**src/rtl/eqn_pkg.sv**
```systemverilog
`default_nettype none
// ============================================================================
//  Package  : eqn_pkg
//  Purpose  : Shared widths, default IP latencies and the operand triple type
//             for the (a+b)-((a/b)*c) equation datapath.
//  Revision : 1.0  initial release
// ============================================================================
package eqn_pkg;

    // IEEE-754 single precision word
    localparam int FP_W = 32;

    // Default latencies of the floating-point IP cores
    localparam int C_DEF_DIV_LAT    = 28;
    localparam int C_DEF_MUL_LAT    = 8;
    localparam int C_DEF_SUB_LAT    = 11;
    localparam int C_DEF_FIFO_DEPTH = 4;
    localparam int C_DEF_ID_W       = 8;

    // One operand triple as stored in the input FIFO (96 bits, a in the MSBs)
    typedef struct packed {
        logic [FP_W-1:0] a;
        logic [FP_W-1:0] b;
        logic [FP_W-1:0] c;
    } operand_t;

    // c must reach the multiplier together with the registered quotient
    function automatic int c_dly_of(input int div_lat);
        return div_lat + 1;
    endfunction

    // a/b issue -> equation result register
    function automatic int res_lat_of(input int div_lat, input int mul_lat,
                                      input int sub_lat);
        return div_lat + 1 + mul_lat + sub_lat + 1;
    endfunction

endpackage
`default_nettype wire

```
**src/rtl/eqn_operand_sequencer_if.sv**
```systemverilog
`default_nettype none
// ============================================================================
//  Interface : eqn_operand_sequencer_if
//  Purpose   : Operand intake handshake, issue control and the issue/result
//              strobes of the operand sequencer.
//  Revision  : 1.0  initial release
// ============================================================================
interface eqn_operand_sequencer_if #(
    parameter int ID_W = 8
);
    import eqn_pkg::*;

    // Operand intake
    logic                in_valid;
    logic                in_ready;
    logic [FP_W-1:0]     in_a;
    logic [FP_W-1:0]     in_b;
    logic [FP_W-1:0]     in_c;

    // Issue control
    logic                issue_en;

    // Towards adder / divider / multiplier
    logic [FP_W-1:0]     dataa;
    logic [FP_W-1:0]     datab;
    logic                validdataa;
    logic                validdatab;
    logic [FP_W-1:0]     datac;
    logic                validdatac;

    // Latency-matched result tag and status
    logic                result_valid;
    logic [ID_W-1:0]     result_id;
    logic                busy;

    // Producer / observer side
    modport master (
        output in_valid, in_a, in_b, in_c, issue_en,
        input  in_ready, dataa, datab, validdataa, validdatab,
        input  datac, validdatac, result_valid, result_id, busy
    );

    // Sequencer side
    modport slave (
        input  in_valid, in_a, in_b, in_c, issue_en,
        output in_ready, dataa, datab, validdataa, validdatab,
        output datac, validdatac, result_valid, result_id, busy
    );

endinterface
`default_nettype wire

```
**src/rtl/eqn_delay_line.sv**
```systemverilog
`default_nettype none
// ============================================================================
//  Module   : eqn_delay_line
//  Purpose  : Valid + data shift pipe, DEPTH stages. The output is the last
//             stage, so a sample appears DEPTH cycles after it is presented.
//  Revision : 1.0  initial release
// ============================================================================
module eqn_delay_line #(
    parameter int W     = 8,
    parameter int DEPTH = 2
) (
    input  wire logic         clock,
    input  wire logic         resetn,
    input  wire logic         in_valid,
    input  wire logic [W-1:0] in_data,
    output logic              out_valid,
    output logic [W-1:0]      out_data,
    output logic              any_valid
);

    logic [DEPTH-1:0]        r_valid;
    logic [DEPTH-1:0][W-1:0] r_data;

    // Shift valid and data one stage per cycle; reset clears every stage
    always_ff @(posedge clock or negedge resetn) begin
        if (!resetn) begin
            r_valid <= '0;
            r_data  <= '0;
        end else begin
            r_valid[0] <= in_valid;
            r_data[0]  <= in_data;
            for (int i = 1; i < DEPTH; i++) begin
                r_valid[i] <= r_valid[i-1];
                r_data[i]  <= r_data[i-1];
            end
        end
    end

    assign out_valid = r_valid[DEPTH-1];
    assign out_data  = r_data[DEPTH-1];

    // Something still travelling through the pipe
    assign any_valid = |r_valid;

endmodule
`default_nettype wire

```
**src/rtl/eqn_operand_sequencer.sv**
```systemverilog
`default_nettype none
// ============================================================================
//  Module   : eqn_operand_sequencer
//  Purpose  : Buffers (a,b,c) operand triples, issues a/b to the adder and
//             divider, issues c DIV_LAT+1 cycles later to meet the registered
//             quotient, and produces a latency-matched result tag.
//  Revision : 1.0  initial release
// ============================================================================
module eqn_operand_sequencer
    import eqn_pkg::*;
#(
    parameter int DIV_LAT    = C_DEF_DIV_LAT,
    parameter int MUL_LAT    = C_DEF_MUL_LAT,
    parameter int SUB_LAT    = C_DEF_SUB_LAT,
    parameter int FIFO_DEPTH = C_DEF_FIFO_DEPTH,
    parameter int ID_W       = C_DEF_ID_W
) (
    input  wire logic              clock,
    input  wire logic              resetn,
    eqn_operand_sequencer_if.slave bus
);

    localparam int C_DLY   = c_dly_of(DIV_LAT);
    localparam int RES_LAT = res_lat_of(DIV_LAT, MUL_LAT, SUB_LAT);
    localparam int AW      = $clog2(FIFO_DEPTH);

    // ------------------------------------------------------------------
    // Operand FIFO: pointers carry one extra wrap bit so that full and
    // empty are told apart by the MSB compare. No bypass in either
    // direction: a full FIFO refuses a write even while it is being
    // popped, and a freshly written entry is issuable one cycle later.
    // ------------------------------------------------------------------
    operand_t        r_mem [FIFO_DEPTH];
    logic [AW:0]     r_wr_ptr;
    logic [AW:0]     r_rd_ptr;
    logic            w_full;
    logic            w_empty;
    logic            w_push;
    logic            w_pop;
    operand_t        w_head;

    assign w_empty = (r_wr_ptr == r_rd_ptr);
    assign w_full  = (r_wr_ptr[AW] != r_rd_ptr[AW]) &&
                     (r_wr_ptr[AW-1:0] == r_rd_ptr[AW-1:0]);
    assign w_push  = bus.in_valid && !w_full;
    assign w_pop   = bus.issue_en && !w_empty;
    assign w_head  = r_mem[r_rd_ptr[AW-1:0]];

    assign bus.in_ready = !w_full;

    // Storage array, written on every accepted transfer
    always_ff @(posedge clock) begin
        if (w_push) begin
            r_mem[r_wr_ptr[AW-1:0]] <= operand_t'({bus.in_a, bus.in_b, bus.in_c});
        end
    end

    // Read/write pointer update
    always_ff @(posedge clock or negedge resetn) begin
        if (!resetn) begin
            r_wr_ptr <= '0;
            r_rd_ptr <= '0;
        end else begin
            if (w_push) begin
                r_wr_ptr <= r_wr_ptr + 1'b1;
            end
            if (w_pop) begin
                r_rd_ptr <= r_rd_ptr + 1'b1;
            end
        end
    end

    // ------------------------------------------------------------------
    // Issue stage: one pop per cycle while enabled. a/b hold their last
    // value between issues; c and the id are captured alongside and
    // enter their delay lines on the cycle validdataa is high.
    // ------------------------------------------------------------------
    logic [FP_W-1:0] r_dataa;
    logic [FP_W-1:0] r_datab;
    logic            r_valid_ab;
    logic [FP_W-1:0] r_c_issue;
    logic [ID_W-1:0] r_id_issue;
    logic [ID_W-1:0] r_id_cnt;

    // Register the issued triple and tag it with the running id
    always_ff @(posedge clock or negedge resetn) begin
        if (!resetn) begin
            r_dataa    <= '0;
            r_datab    <= '0;
            r_valid_ab <= 1'b0;
            r_c_issue  <= '0;
            r_id_issue <= '0;
            r_id_cnt   <= '0;
        end else begin
            r_valid_ab <= w_pop;
            if (w_pop) begin
                r_dataa    <= w_head.a;
                r_datab    <= w_head.b;
                r_c_issue  <= w_head.c;
                r_id_issue <= r_id_cnt;
                r_id_cnt   <= r_id_cnt + ID_W'(1);
            end
        end
    end

    // ------------------------------------------------------------------
    // c path: fed from the issue registers, so datac lands exactly C_DLY
    // cycles after the matching validdataa.
    // ------------------------------------------------------------------
    logic            w_c_valid;
    logic [FP_W-1:0] w_c_data;
    logic            w_c_any;

    eqn_delay_line #(
        .W     (FP_W),
        .DEPTH (C_DLY)
    ) u_c_pipe (
        .clock     (clock),
        .resetn    (resetn),
        .in_valid  (r_valid_ab),
        .in_data   (r_c_issue),
        .out_valid (w_c_valid),
        .out_data  (w_c_data),
        .any_valid (w_c_any)
    );

    // ------------------------------------------------------------------
    // Result tag path: the id rides alongside the datapath and pops out
    // RES_LAT cycles after validdataa, when the result register is loaded.
    // ------------------------------------------------------------------
    logic            w_tag_valid;
    logic [ID_W-1:0] w_tag_id;
    logic            w_tag_any;

    eqn_delay_line #(
        .W     (ID_W),
        .DEPTH (RES_LAT)
    ) u_tag_pipe (
        .clock     (clock),
        .resetn    (resetn),
        .in_valid  (r_valid_ab),
        .in_data   (r_id_issue),
        .out_valid (w_tag_valid),
        .out_data  (w_tag_id),
        .any_valid (w_tag_any)
    );

    // ------------------------------------------------------------------
    // Outputs. The issue register counts as the first stage of both
    // pipes, so busy stays high continuously from push to retirement.
    // ------------------------------------------------------------------
    assign bus.dataa        = r_dataa;
    assign bus.datab        = r_datab;
    assign bus.validdataa   = r_valid_ab;
    assign bus.validdatab   = r_valid_ab;
    assign bus.datac        = w_c_data;
    assign bus.validdatac   = w_c_valid;
    assign bus.result_valid = w_tag_valid;
    assign bus.result_id    = w_tag_id;
    assign bus.busy         = !w_empty || r_valid_ab || w_c_any || w_tag_any;

endmodule
`default_nettype wire

```
**src/flat_wrapper.sv**
```systemverilog
// flat-port wrapper written by rule: the top's interface ports become plain ports
module eqn_operand_sequencer_flat import eqn_pkg::*;
#(
    parameter int DIV_LAT    = C_DEF_DIV_LAT,
    parameter int MUL_LAT    = C_DEF_MUL_LAT,
    parameter int SUB_LAT    = C_DEF_SUB_LAT,
    parameter int FIFO_DEPTH = C_DEF_FIFO_DEPTH,
    parameter int ID_W       = C_DEF_ID_W
)
  (clock, resetn, bus_in_valid, bus_in_a, bus_in_b, bus_in_c, bus_issue_en, bus_in_ready, bus_dataa, bus_datab, bus_validdataa, bus_validdatab, bus_datac, bus_validdatac, bus_result_valid, bus_result_id, bus_busy);
  eqn_operand_sequencer_if #(.ID_W(ID_W)) bus_i ();
  input  wire logic clock;
  input  wire logic resetn;
  input wire logic [$bits(bus_i.in_valid)-1:0] bus_in_valid;
  input wire logic [$bits(bus_i.in_a)-1:0] bus_in_a;
  input wire logic [$bits(bus_i.in_b)-1:0] bus_in_b;
  input wire logic [$bits(bus_i.in_c)-1:0] bus_in_c;
  input wire logic [$bits(bus_i.issue_en)-1:0] bus_issue_en;
  output wire logic [$bits(bus_i.in_ready)-1:0] bus_in_ready;
  output wire logic [$bits(bus_i.dataa)-1:0] bus_dataa;
  output wire logic [$bits(bus_i.datab)-1:0] bus_datab;
  output wire logic [$bits(bus_i.validdataa)-1:0] bus_validdataa;
  output wire logic [$bits(bus_i.validdatab)-1:0] bus_validdatab;
  output wire logic [$bits(bus_i.datac)-1:0] bus_datac;
  output wire logic [$bits(bus_i.validdatac)-1:0] bus_validdatac;
  output wire logic [$bits(bus_i.result_valid)-1:0] bus_result_valid;
  output wire logic [$bits(bus_i.result_id)-1:0] bus_result_id;
  output wire logic [$bits(bus_i.busy)-1:0] bus_busy;
  assign bus_i.in_valid = bus_in_valid;
  assign bus_i.in_a = bus_in_a;
  assign bus_i.in_b = bus_in_b;
  assign bus_i.in_c = bus_in_c;
  assign bus_i.issue_en = bus_issue_en;
  assign bus_in_ready = bus_i.in_ready;
  assign bus_dataa = bus_i.dataa;
  assign bus_datab = bus_i.datab;
  assign bus_validdataa = bus_i.validdataa;
  assign bus_validdatab = bus_i.validdatab;
  assign bus_datac = bus_i.datac;
  assign bus_validdatac = bus_i.validdatac;
  assign bus_result_valid = bus_i.result_valid;
  assign bus_result_id = bus_i.result_id;
  assign bus_busy = bus_i.busy;
  eqn_operand_sequencer #(.DIV_LAT(DIV_LAT), .MUL_LAT(MUL_LAT), .SUB_LAT(SUB_LAT), .FIFO_DEPTH(FIFO_DEPTH), .ID_W(ID_W)) u_core (.clock(clock), .resetn(resetn), .bus(bus_i));
endmodule
```
**config.mk**
```make
export PLATFORM = sky130hd
export DESIGN_NAME = eqn_operand_sequencer_flat
export DESIGN_NICKNAME = d
export VERILOG_FILES = /design/src/rtl/eqn_pkg.sv /design/src/rtl/eqn_operand_sequencer_if.sv /design/src/rtl/eqn_delay_line.sv /design/src/rtl/eqn_operand_sequencer.sv /design/src/flat_wrapper.sv
export SDC_FILE = /design/constraint.sdc
export NUM_CORES = 1
export LEC_CHECK = 0
export ABC_AREA = 1
export CORE_ASPECT_RATIO = 0.6
export CORE_MARGIN = 2
export CORE_UTILIZATION = 30
export CTS_CLUSTER_DIAMETER = 60
export CTS_CLUSTER_SIZE = 14
export DETAILED_ROUTE_END_ITERATION = 10
export HOLD_SLACK_MARGIN = 0.03
export SYNTH_ARGS = -nofsm -noshare
export SYNTH_HDL_FRONTEND = slang
export SYNTH_SLANG_ARGS = --single-unit
export TNS_END_PERCENT = 1
```
**constraint.sdc**
```tcl
create_clock -name clock -period 6.44 [get_ports clock]
set_input_delay 1.61 -clock clock [delete_from_list [all_inputs] [get_ports clock]]
set_output_delay 1.61 -clock clock [all_outputs]
set_load 0.01 [all_outputs]
```
Word-level counts from Yosys, hierarchy flattened:

Memories as Yosys holds them, arrays and structs flattened. A register that Yosys moved wholly into a read port is not among the register bits.
Cells that the tools add are included.

* register bits: 1421
* memory bits (writable): 384
* input bits: 100
* output and inout bits: 110
* logic and storage cells: 105
* memories: 1

Memory list
* u_core.r_mem: depth 4, bits a word 96, rd ports 1, clocked after Yosys merged registers in 1, write ports 1, RTL line eqn_operand_sequencer.sv:33 `operand_t r_mem [FIFO_DEPTH];`

* add/sub/neg operators: 3
* equal/unequal tests: 3
* muxes and demuxes: 2
* reductions and logical operators: 11

Operator list (count)
* $reduce_or 49->1: 1
* $reduce_or 29->1: 1
* $add 8x1->8 const B: 1
* $add 3x1->3 const B: 2
* $eq 3x3->1: 1
* $logic_and 1x1->1: 3
* $logic_not 1->1: 3
* $logic_or 1x1->1: 3
* $eq 2x2->1: 1
* $mux 1: 2
* $ne 1x1->1: 1

Logic depth before layout (Yosys ltp):

Gate-level depths: netlist (run 1).

* word-level depth: 6
* mapped depth: 10
* mapped depth without buffers: 7

Hierarchy:

A second synthesis (run 1) with hierarchy kept.

* cell total of the unflattened synthesis: 3326
* area total of the unflattened synthesis: 55747.2 sq um

By module, submodules not included
* eqn_delay_line at u_core.u_c_pipe: times used 1, cells each 1034, area each 24363.4 sq um, sequential area each 23948.0 sq um
* eqn_operand_sequencer: times used 1, cells each 1796, area each 20104.3 sq um, sequential area each 14508.9 sq um
* eqn_delay_line at u_core.u_tag_pipe: times used 1, cells each 496, area each 11279.6 sq um, sequential area each 11035.6 sq um

Least setup slack after synthesis (run 1):

OpenSTA, ideal clock, no wires.

* kind: input port to flip-flop
* start: in bus_in_valid
* end: mem u_core.r_mem[0][0] (netlist bit), enable pin
* library setup time: 0.552 ns
* arrival: 5.728 ns
* required time: 5.888 ns
* setup slack: 0.160 ns
* stages on the path: 2
* buffers on the path: 0
* cell sequence: nand2_1 -> nor2_1

* word-level cells in the longest chain between the ends: 3

Ends and longest elaborated chain
* start: declaration: RTL line flat_wrapper.sv:14 `input wire logic [$bits(bus_i.in_valid)-1:0] bus_in_valid;`
* $logic_and 1x1->1: RTL line eqn_operand_sequencer.sv:45 `assign w_push = bus.in_valid && !w_full;`
* $mux 1: RTL line eqn_operand_sequencer.sv:53 `if (w_push) begin`
* $mux 1 (implied by the code): RTL line eqn_operand_sequencer.sv:54 `r_mem[r_wr_ptr[AW-1:0]] <= operand_t'({bus.in_a, bus.in_b, bus.in_c});`
* end: declaration: RTL line eqn_operand_sequencer.sv:33

No other way between the ends.

Worst setup path in the final report (run 1):

* start: reg u_core.r_rd_ptr[0]
* end: out bus_in_ready

* word-level cells in the longest chain between the ends: 3

Ends and longest elaborated chain
* start: declaration: RTL line eqn_operand_sequencer.sv:35 `logic [AW:0] r_rd_ptr;`
* start signal: assignment: RTL line eqn_operand_sequencer.sv:68 `r_rd_ptr <= r_rd_ptr + 1'b1;`
* $eq 2x2->1: RTL line eqn_operand_sequencer.sv:44 `(r_wr_ptr[AW-1:0] == r_rd_ptr[AW-1:0]);`
* $logic_and 1x1->1: RTL line eqn_operand_sequencer.sv:43 `assign w_full = (r_wr_ptr[AW] != r_rd_ptr[AW]) &&`
* $logic_not 1->1: RTL line eqn_operand_sequencer.sv:49 `assign bus.in_ready = !w_full;`
* end: declaration: RTL line flat_wrapper.sv:19 `output wire logic [$bits(bus_i.in_ready)-1:0] bus_in_ready;`

No other way between the ends.

==> results.py, run 1 <==
metrics = {
    "synth": {
        "syn-cell-area_sq_um": 54800,
        "ys_seq_area_share_pct": 89.0,
        "yosys_register_bits": 1872,
        "syn-instance-count": 3248,
        "postSynthNetCount": 3354,
        "async_flop_share_pct": 79.5,
        "synth_warnings": 0,
        "synth_cell_types": 22,
        "synth_flop_cell": "dfrtp_1",
        "synth-edff-count": 384,
        "postSynthAreaPerCell_sq_um": 16.9,
        "ys_top_cells_by_count": "dfrtp_1 (1488), nand2_1 (850), edfxtp_1 (384), nand3_1 (121), inv_1 (109)",
        "synth_top_area_share_pct": 67.9,
        "yosys.cell_count.top_type": "dfrtp_1",
        "synth_area_leaders": "dfrtp_1 (68%), edfxtp_1 (21%), nand2_1 (5.8%)",
        "netlist.top_cell.by_area": "dfrtp_1",
    },
    "timing": {
        "timing.final.hold_violations": 0,
        "rsz_0062_raised_after_global_routing": "no",
        "finalSetupTns_ns": 0,
        "actual_transition_at_the_worst_max_transition_pin_ns": 1.00,
        "finalSetupViolCount": 0,
        "timing.final.crit_share_pct": 73.4,
        "final_worst_setup_slack_ns": 1.71,
        "clock.fmax_ghz": 0.212,
        "timing.hold.ws_ns": 0.311,
        "final_max_slew_viol_count": 0,
        "relSlewSlack_pct": 33.2,
        "clock_skew_ns": 0.0527,
        "finalCriticalPeriod_ns": 4.73,
    },
    "placement": {
        "place_hpwl_um": 46000,
        "place_area_sq_um": 59600,
        "buffer_ports.inserted": 209,
        "gp_congestion": 0.747,
        "setup_slack_after_placement_ns": 2.32,
    },
    "routing": {
        "wl_per_cell_um": 14.7,
        "detailedRoute.firstIterationViolations": 1792,
        "ant_nets": 0,
        "drt_drc_violations_left": 0,
        "via_per_inst": 3.96,
        "routed_wirelength_um": 87700,
        "drt_pass1_iterations": 5,
        "dr_total_vias": 23700,
    },
    "floorplanning": {
        "num_io_pins": 210,
        "die_w_um": 556,
        "start_util_pct": 30.2,
        "dieHeight_um": 335,
        "core_sq_um": 181000,
        "std_cell_rows": 121,
        "die-area_sq_um": 186000,
    },
    "setup_path": {
        "timing.critical_path.cells": "inv_4 -> nand2_1 -> nand2_1 -> nand3_1 -> clkdlybuf4s50_1",
        "setup.reg_to_reg.worst_slack_ns": 2.72,
        "timing.critical_path.to_type": "output pin",
        "r2r_cells": 7,
        "crit_required_ns": 4.83,
        "worst-path-max-fanout": 59,
        "critical_path.max_stage_delay_ns": 0.84,
        "start_to_end_type_of_the_worst_setup_path": "flop to output pin",
        "crit_arrival_ns": 3.12,
        "worstPathBufferInverterCount": 2,
        "family_with_the_most_delay_on_the_worst_path": "buffers and inverters",
        "critical-path-top-cell-by-count": "nand2_1",
        "start_kind": "flop",
        "critical-path-slowest-cell": "dfrtp_4",
        "r2r-start": "u_core.r_rd_ptr[0]",
        "reg2reg_to": "u_core.bus.dataa[12]",
    },
    "global_route": {
        "grt.overflow.total": 0,
        "maximum_number_of_pins_on_one_net_before_global_route_repair": 191,
        "track_usage_pct": 9.63,
        "grt_antenna_before_repair": 23,
        "grt_pass1_vias": 24600,
        "grt_pass1_wl_um": 142000,
    },
    "hold_path": {
        "hold_class": "flop to flop",
        "timing.hold.worst.start": "u_core.u_c_pipe.r_data[192]",
        "whs_endpoint": "u_core.u_c_pipe.r_data[224]",
        "min_path_cells": 0,
    },
    "clocking": {
        "library_cell_used_as_clock_root_buffer": "clkbuf_16",
        "cts_num_sinks": 1872,
        "tritoncts_clock_tree": "done",
        "cts_max_level": 4,
        "cts-root-to-sink-buffers": 4,
        "clkLatencyLatePin_ns": 0.78,
        "clock_buffer_count_from_cts": 166,
        "post_cts_buffers": 0,
        "clk_transition_reported_paths_ns": 0.06,
        "cts-hold-fix-buffers": 0,
        "postCtsResizedCells": 0,
    },
    "pwr": {
        "power_frac_clock_pct": 29.4,
        "swShare_pct": 26.0,
        "ir_worst_vdd_mv": 0.268,
        "fin_total_pwr_mw": 30.5,
        "comb_power_share_pct": 13.2,
        "sequentialPowerShare_pct": 57.4,
        "p_leak_nw": 29.1,
        "power_report.internal_total_mw": 22.6,
        "power.switching_mw": 7.94,
        "pwr_dens_nw_per_um2": 475,
    },
    "outcome": {
        "status": "complete, no violations",
    },
    "job": {
        "maximum_capacitance_violations": 0,
    },
    "cells_and_area": {
        "final_cell_area_sq_um": 64300,
        "nets": 3622,
        "syn_to_final_growth_pct": 17.2,
        "post_route_cells_drive_above_1_share_pct": 6.63,
    },
}
## cell usage in the layout (no fill, tap or decap), types with 2 or more instances in the layout
| cell | instances |
|---|---|
| dfrtp_1 | 1486 |
| nand2_1 | 850 |
| edfxtp_1 | 384 |
| clkdlybuf4s50_1 | 207 |
| clkbuf_16 | 167 |
| nand3_1 | 120 |
| inv_1 | 108 |
| o211ai_1 | 96 |
| clkbuf_1 | 37 |
| nor2_1 | 36 |
| buf_4 | 23 |
| buf_12 | 11 |
| clkinv_8 | 7 |
| ha_1 | 6 |
| inv_6 | 5 |
| diode_2 | 4 |
| bufinv_16 | 4 |
| nand3b_1 | 3 |
| nor2_4 | 3 |
| xor2_1 | 2 |
| inv_4 | 2 |
| xnor2_1 | 2 |
| clkinv_2 | 2 |
| clkinvlp_4 | 2 |
| inv_16 | 2 |
| dfrtp_4 | 2 |
## registers in the layout (all words and copies together), names as in the netlist, 21 cells and up
signal	cells
u_core.r_mem	384
u_core.bus.datab	32
u_core.bus.dataa	32
u_core.r_c_issue	32
u_core.u_tag_pipe.r_valid	21
u_core.u_c_pipe.out_data	32
u_core.u_c_pipe.r_valid	28
u_core.u_tag_pipe.r_data	384
u_core.u_c_pipe.r_data	896
## logic make-up (layout without fill, tap and decap cells)
group           Yosys count  count (layout)  share of synthesized area (%)
compound gates           96              96                           1.31
xor+xnor                  5               5                         0.0936
fa+ha+maj                 6               6                          0.137
buf+inv                 253             580                           2.21
flops                  1872            1872                           89.0
other cells               0               4                              0
simple gates           1016            1016                           7.28
## worst max path at each step
| stage | depth (start not counted) | startpoint | slack, ns | endpoint |
|---|---|---|---|---|
| floorplan | 2 | bus_in_valid | 0.16 | u_core.r_mem[0][0] |
| global placement | 6 | bus_in_valid | 2.37 | u_core.r_mem[3][3] |
| detailed placement | 4 | bus_in_valid | 2.32 | u_core.r_mem[2][83] |
| CTS | 5 | u_core.r_rd_ptr[0] | 1.63 | bus_in_ready |
| global route | 5 | u_core.r_rd_ptr[0] | 1.50 | bus_in_ready |
| finish | 5 | u_core.r_rd_ptr[0] | 1.71 | bus_in_ready |
## area by class of cell
class / count / area [sq um]
clock inverters: 22 / 343
inverters: 111 / 427
flip-flops and latches: 1872 / 48800
multi-input cells: 1123 / 4880
diodes: 4 / 10.0
fillers: 16900 / 117000
clock buffers: 205 / 4330
well taps: 2398 / 3000
repair buffers: 242 / 2490
## through the flow
step / std cells / util [%]
CTS: 5973 / 35.4
detailed placement: 5746 / 32.8
global placement: 5746 / 32.8
finish: 5977 / 35.4
floorplan: 3248 / -
global route: 5974 / 35.4
## power by group through the flow
stage                     Clock [mW]  Combinational, mW  Sequential (mW)
final                           8.98               4.03             17.5
after global routing            9.89               4.56             18.0
after CTS                       9.41               4.15             17.6
after detailed placement           0               4.14             17.8
after global placement             0               4.03             17.7
after floorplan                    0               2.45             17.5
## metal layers
layer  global-route usage, %  routed length (um)  up-vias
met5                       0                 182        -
met4                    3.14                2470       28
met3                    3.41                6890      215
li1                        -                   -    10900
met1                    13.5               40300    12000
met2                    13.9               37800      498
Power figures use the tool's default switching activity.
==> inputs of run 2 (changes only) <==
clock period = 4.9 ns   (was 6.44 ns; I/O delays follow)
==> results.py, run 2 (synthesized netlist as in run 1, its figures left out) <==
metrics = {
    "routing": {
        "routed_wirelength_um": 88400,
        "via_per_inst": 3.97,
        "dr_total_vias": 23800,
        "detailedRoute.firstIterationViolations": 1701,
        "drt_drc_violations_left": 0,
        "ant_nets": 0,
        "drt_pass1_iterations": 5,
        "wl_per_cell_um": 14.7,
    },
    "clocking": {
        "tritoncts_clock_tree": "done",
        "cts_max_level": 4,
        "cts-hold-fix-buffers": 0,
        "cts-root-to-sink-buffers": 4,
        "clock_buffer_count_from_cts": 166,
        "post_cts_buffers": 0,
        "clkLatencyLatePin_ns": 0.80,
        "postCtsResizedCells": 0,
        "cts_num_sinks": 1872,
        "library_cell_used_as_clock_root_buffer": "clkbuf_16",
        "clk_transition_reported_paths_ns": 0.07,
    },
    "global_route": {
        "maximum_number_of_pins_on_one_net_before_global_route_repair": 127,
        "gr-max-usage-layer": "met2",
        "track_usage_pct": 9.78,
        "gr-usage-met1_pct": 13.6,
        "grt_pass1_wl_um": 144000,
        "grt.overflow.total": 0,
        "met2_usage_pct": 14.5,
        "grt_pass1_vias": 25200,
        "grt_antenna_before_repair": 23,
        "global_route.usage.met3_pct": 3.25,
    },
    "timing": {
        "actual_transition_at_the_worst_max_transition_pin_ns": 1.08,
        "finalCriticalPeriod_ns": 4.19,
        "finalSetupTns_ns": 0,
        "final_max_slew_viol_count": 0,
        "rsz_0062_raised_after_global_routing": "no",
        "timing.final.crit_share_pct": 85.5,
        "clock.fmax_ghz": 0.239,
        "finalSetupViolCount": 0,
        "timing.hold.ws_ns": 0.301,
        "timing.final.hold_violations": 0,
        "clock_skew_ns": 0.0692,
        "relSlewSlack_pct": 27.8,
    },
    "floorplanning": {
        "die-area_sq_um": 186000,
        "dieHeight_um": 335,
        "std_cell_rows": 121,
        "core_sq_um": 181000,
        "start_util_pct": 30.2,
        "die_w_um": 556,
        "num_io_pins": 210,
    },
    "hold_path": {
        "hold_class": "flop to flop",
    },
    "pwr": {
        "sequentialPowerShare_pct": 57.4,
        "power_report.internal_total_mw": 29.7,
        "ir_worst_vdd_mv": 0.322,
        "fin_total_pwr_mw": 40.1,
        "p_leak_nw": 29.2,
        "pwr_dens_nw_per_um2": 623,
        "power_frac_clock_pct": 29.1,
        "comb_power_share_pct": 13.5,
        "swShare_pct": 26.0,
        "power.switching_mw": 10.4,
    },
    "cells_and_area": {
        "syn_to_final_growth_pct": 17.4,
        "largest-register": "u_core.u_c_pipe.r_data",
        "layout.cells.most_common_list": "dfrtp_1 (1486), nand2_1 (850), edfxtp_1 (384), clkdlybuf4s50_1 (207), clkbuf_16 (168)",
        "layout.cells.most_common": "dfrtp_1",
        "largest_register_ffs": 896,
        "final.fill_count": 17000,
        "post_route_cells_drive_above_1_share_pct": 7.07,
        "nets": 3640,
    },
    "placement": {
        "place_hpwl_um": 47200,
        "gp_congestion": 0.752,
        "buffer_ports.inserted": 209,
    },
    "setup_path": {
        "setup.reg_to_reg.worst_slack_ns": 1.47,
        "worst-path-max-fanout": 42,
        "crit_required_ns": 3.67,
        "start_to_end_type_of_the_worst_setup_path": "flop to output pin",
        "crit_arrival_ns": 2.96,
        "timing.critical_path.to_type": "output pin",
        "start_kind": "flop",
    },
    "outcome": {
        "status": "complete, no violations",
    },
    "job": {
        "maximum_capacitance_violations": 0,
    },
}
-- run 2: cell count changes in the layout (fill, tap and decap cells not counted), sizes merged --
cell,before,now
buf,35,53
inv,117,122
clkinv,10,6
clkbuf,205,208
bufinv,4,2
clkinvlp,2,1
-- run 2: cell type report --
type                    instances  area, sq um  share of cell area [%]
flip-flops and latches       1872        48800                    75.8
multi-input cells            1123         4880                    7.58
clock buffers                 208         4370                    6.80
well taps                    2398         3000                    4.66
repair buffers                260         2670                    4.14
inverters                     111          427                   0.663
clock inverters                20          240                   0.373
diodes                          4         10.0                  0.0156
-- run 2: per-layer routing --
layer	part of all wire, %	up-vias
li1	-	10900
met1	46	12200
met2	44	461
met3	6.9	208
met4	2.4	34
met5	0.25	-
-- run 2: stage by stage --
step | util (%) | setup slack, ns | area, sq um | cells
2_1_floorplan | - | -0.995 | 54800 | 3248
3_3_place_gp | 32.9 | 1.25 | 59700 | 5764
3_5_place_dp | 32.9 | 1.20 | 59700 | 5764
4_1_cts | 35.5 | 0.602 | 64400 | 5992
5_1_grt | 35.5 | 0.526 | 64400 | 5992
6_report | 35.5 | 0.710 | 64400 | 5996
-- run 2: path summary, 6_finish.rpt --
check,startpoint,end,depth (start not counted)
max in group asynchronous,resetn,u_core.u_c_pipe.r_data[845],2
min in group asynchronous,resetn,u_core.u_tag_pipe.out_data[0],1
worst max register to register,u_core.r_rd_ptr[0],u_core.r_mem[0][32],7
worst max-delay path,u_core.r_rd_ptr[0],bus_in_ready,5
worst min register to register,u_core.u_c_pipe.r_data[71],u_core.u_c_pipe.r_data[103],0
worst min-delay path,u_core.u_c_pipe.r_data[71],u_core.u_c_pipe.r_data[103],0
-- run 2: power by group through the flow --
stage	sequential [mW]	combinational, mW	clock, mW
finish	23.0	5.40	11.7
global route	23.6	6.10	12.9
CTS	23.2	5.55	12.2
detailed placement	23.4	5.53	0
global placement	23.2	5.42	0
floorplan	23.0	3.22	0
-- run 2: worst max-delay path: stages, from the launching register on --
cell	delay, ns
dfrtp_4	0.65
inv_4	0.44
nand2_1	0.11
nand2_1	0.18
nand3_1	0.23
clkdlybuf4s50_1	0.55
==> inputs of run 3 (changes only) <==
--- a/config.mk
+++ b/config.mk
@@ -16,4 +16,5 @@
 export SYNTH_ARGS = -nofsm -noshare
 export SYNTH_HDL_FRONTEND = slang
+export SYNTH_HIERARCHICAL = 1
 export SYNTH_SLANG_ARGS = --single-unit
 export TNS_END_PERCENT = 1
==> constraint.sdc (replaced) <==
create_clock -name clock -period 4.9 [get_ports clock]
set_input_delay 1.225 -clock clock [delete_from_list [all_inputs] [get_ports clock]]
set_output_delay 1.225 -clock clock [all_outputs]
set_load 0.005 [all_outputs]
==> results.py, run 3 <==
metrics = {
    "pwr": {
        "fin_total_pwr_mw": 40.3,
        "pwr_dens_nw_per_um2": 615,
        "ir_worst_vdd_mv": 0.286,
        "p_leak_nw": 29.7,
    },
    "global_route": {
        "grt_antenna_before_repair": 28,
        "grt_pass1_wl_um": 143000,
        "grt.overflow.total": 0,
        "track_usage_pct": 9.52,
        "grt_pass1_vias": 25200,
        "maximum_number_of_pins_on_one_net_before_global_route_repair": 149,
    },
    "clocking": {
        "cts-hold-fix-buffers": 0,
        "clk_transition_reported_paths_ns": 0.06,
        "cts_num_sinks": 1901,
        "cts-root-to-sink-buffers": 4,
        "post_cts_buffers": 0,
        "library_cell_used_as_clock_root_buffer": "clkbuf_16",
        "clock_buffer_count_from_cts": 166,
        "postCtsResizedCells": 0,
        "cts_max_level": 4,
        "clkLatencyLatePin_ns": 0.79,
        "tritoncts_clock_tree": "done",
    },
    "placement": {
        "setup_slack_after_placement_ns": 1.36,
        "gp_congestion": 0.761,
        "place_hpwl_um": 47300,
        "buffer_ports.inserted": 209,
    },
    "synth": {
        "netlist.top_cell.by_area": "dfrtp_1",
        "synth_cell_types": 26,
        "synth-adder-area-share_pct": 0.135,
        "synth_warnings": 6,
        "synth_top_family_by_area": "simple AND/OR/NAND/NOR gates",
        "synth_simple_gate_area_share_pct": 7.37,
        "postSynthAreaPerCell_sq_um": 16.8,
        "synth-xor-area-share_pct": 0.112,
        "synth_flop_cell": "dfrtp_1",
        "synth_top_area_share_pct": 68.1,
        "synth.mux.area_fraction_pct": 0,
        "synth-edff-count": 384,
        "postSynthNetCount": 3432,
        "syn-cell-area_sq_um": 55700,
        "synth_area_leaders": "dfrtp_1 (68%), edfxtp_1 (21%), nand2_1 (5.8%)",
        "fraction_of_the_mapped_netlist_area_in_compound_gates_pct": 1.29,
        "yosys.cell_count.top_type": "dfrtp_1",
        "async_flop_share_pct": 79.8,
        "syn-instance-count": 3326,
        "ys_seq_area_share_pct": 88.8,
        "yosys_register_bits": 1901,
        "ys_top_cells_by_count": "dfrtp_1 (1517), nand2_1 (864), edfxtp_1 (384), inv_1 (129), nand3_1 (124)",
    },
    "cells_and_area": {
        "final.fill_count": 17200,
        "layout.cells.most_common_list": "dfrtp_1 (1515), nand2_1 (864), edfxtp_1 (384), clkdlybuf4s50_1 (207), clkbuf_16 (166)",
        "post_route_cells_drive_above_1_share_pct": 7.07,
        "layout.cells.most_common": "dfrtp_1",
        "largest-register": "u_core/u_c_pipe/r_data",
        "largest_register_ffs": 896,
        "syn_to_final_growth_pct": 17.5,
        "nets": 3728,
        "finish.utilization_pct": 35.5,
    },
    "routing": {
        "drt_drc_violations_left": 0,
        "wl_per_cell_um": 14.3,
        "detailedRoute.firstIterationViolations": 1820,
        "ant_nets": 0,
        "drt_pass1_iterations": 5,
        "via_per_inst": 3.93,
        "dr_total_vias": 24200,
        "routed_wirelength_um": 88400,
    },
    "floorplanning": {
        "die_w_um": 561,
        "dieHeight_um": 338,
        "die-area_sq_um": 189000,
        "num_io_pins": 210,
        "core_sq_um": 185000,
        "start_util_pct": 30.2,
        "std_cell_rows": 122,
    },
    "setup_path": {
        "setup.worst_path.start": "u_core/u_tag_pipe/r_valid[31]",
        "worstPathBufferInverterCount": 1,
        "timing.critical_path.cells": "nor2_1 -> nand2_1 -> nor2_1 -> nand2_1 -> nor2_1 -> nand2_1 -> nor3_1 -> nand4_1 -> clkdlybuf4s50_1",
        "start_to_end_type_of_the_worst_setup_path": "flop to output pin",
        "timing.critical_path.to_type": "output pin",
        "r2r-start": "u_core/r_rd_ptr[1]",
        "critical_path.max_stage_delay_ns": 0.59,
        "family_with_the_most_delay_on_the_worst_path": "simple AND/OR/NAND/NOR gates",
        "critical-path-slowest-cell": "clkdlybuf4s50_1",
        "worst-path-max-fanout": 2,
        "crit_required_ns": 3.67,
        "start_kind": "flop",
        "crit_arrival_ns": 2.88,
    },
    "timing": {
        "timing.final.hold_violations": 0,
        "clock_skew_ns": 0.0445,
        "finalSetupViolCount": 0,
        "relSlewSlack_pct": 21.9,
        "clock.fmax_ghz": 0.243,
        "finalCriticalPeriod_ns": 4.11,
        "timing.final.crit_share_pct": 83.8,
        "final_max_slew_viol_count": 0,
        "finalSetupTns_ns": 0,
        "rsz_0062_raised_after_global_routing": "no",
        "final_worst_setup_slack_ns": 0.793,
        "actual_transition_at_the_worst_max_transition_pin_ns": 1.17,
    },
    "hold_path": {
        "timing.hold.worst.start": "u_core/u_c_pipe/r_data[250]",
        "hold_class": "flop to flop",
    },
    "outcome": {
        "status": "complete, no violations",
    },
    "job": {
        "maximum_capacitance_violations": 0,
    },
}
run 3: cell count changes in the layout (fill, tap and decap cells not counted), sizes merged, moves of 3 or more:
| cell | before | now |
|---|---|---|
| buf | 53 | 63 |
| dfrtp | 1488 | 1517 |
| inv | 122 | 138 |
| nand2 | 851 | 865 |
| nand3 | 121 | 125 |
| nand3b | 3 | 0 |
| nor2 | 39 | 49 |
run 3: path summary, 6_finish.rpt:
check,endpoint,slack [ns],cells after the start
max reg2reg,u_core/r_mem[1][31],1.90,5
min in group asynchronous,u_core/u_tag_pipe/out_data[3],0.42,1
max in group asynchronous,u_core/bus.datab[23],3.16,2
max,bus_busy,0.79,9
min reg2reg,u_core/u_c_pipe/r_data[282],0.30,0
min,u_core/u_c_pipe/r_data[282],0.30,0
run 3: routing by layer:
layer  wire length (um)  GRT usage [%]  vias up
li1                   -              -    11200
met1              42000           13.5    12300
met2              37300           13.6      502
met3               6580           3.48      222
met4               2180           2.88       46
met5                313              0        -
run 3: stage by stage:
stage	std cells	hold slack, ns	cell area (sq um)
global placement	5934	0.331	60900
global route	6161	0.297	65500
detailed placement	5934	0.335	60900
CTS	6160	0.297	65500
finish	6162	0.304	65500
floorplan	3326	0.331	55700
run 3: report_power, final:
group / switching (mW) / total (mW) / internal [mW] / leakage, nW
Clock: 5.28 / 11.5 / 6.27 / 2.22
Sequential: 1.61 / 23.4 / 21.8 / 22.7
Combinational: 3.48 / 5.38 / 1.90 / 4.81
run 3: area by class of cell:
type                            instances  area, sq um  area share [%]
Inverter                              131          502           0.766
Timing Repair Buffer                  270         2820            4.30
Tap cell                             2480         3100            4.74
Antenna cell                            2         5.00         0.00764
Multi-Input combinational cell       1152         5000            7.64
Clock inverter                         16          218           0.332
Clock buffer                          210         4350            6.64
Sequential cell                      1901        49500            75.6
run 3: cell families after synthesis:
group / after synthesis
compound gates: 96
xor+xnor: 5
fa+ha+maj: 6
buf+inv: 273
flops: 1901
simple gates: 1045
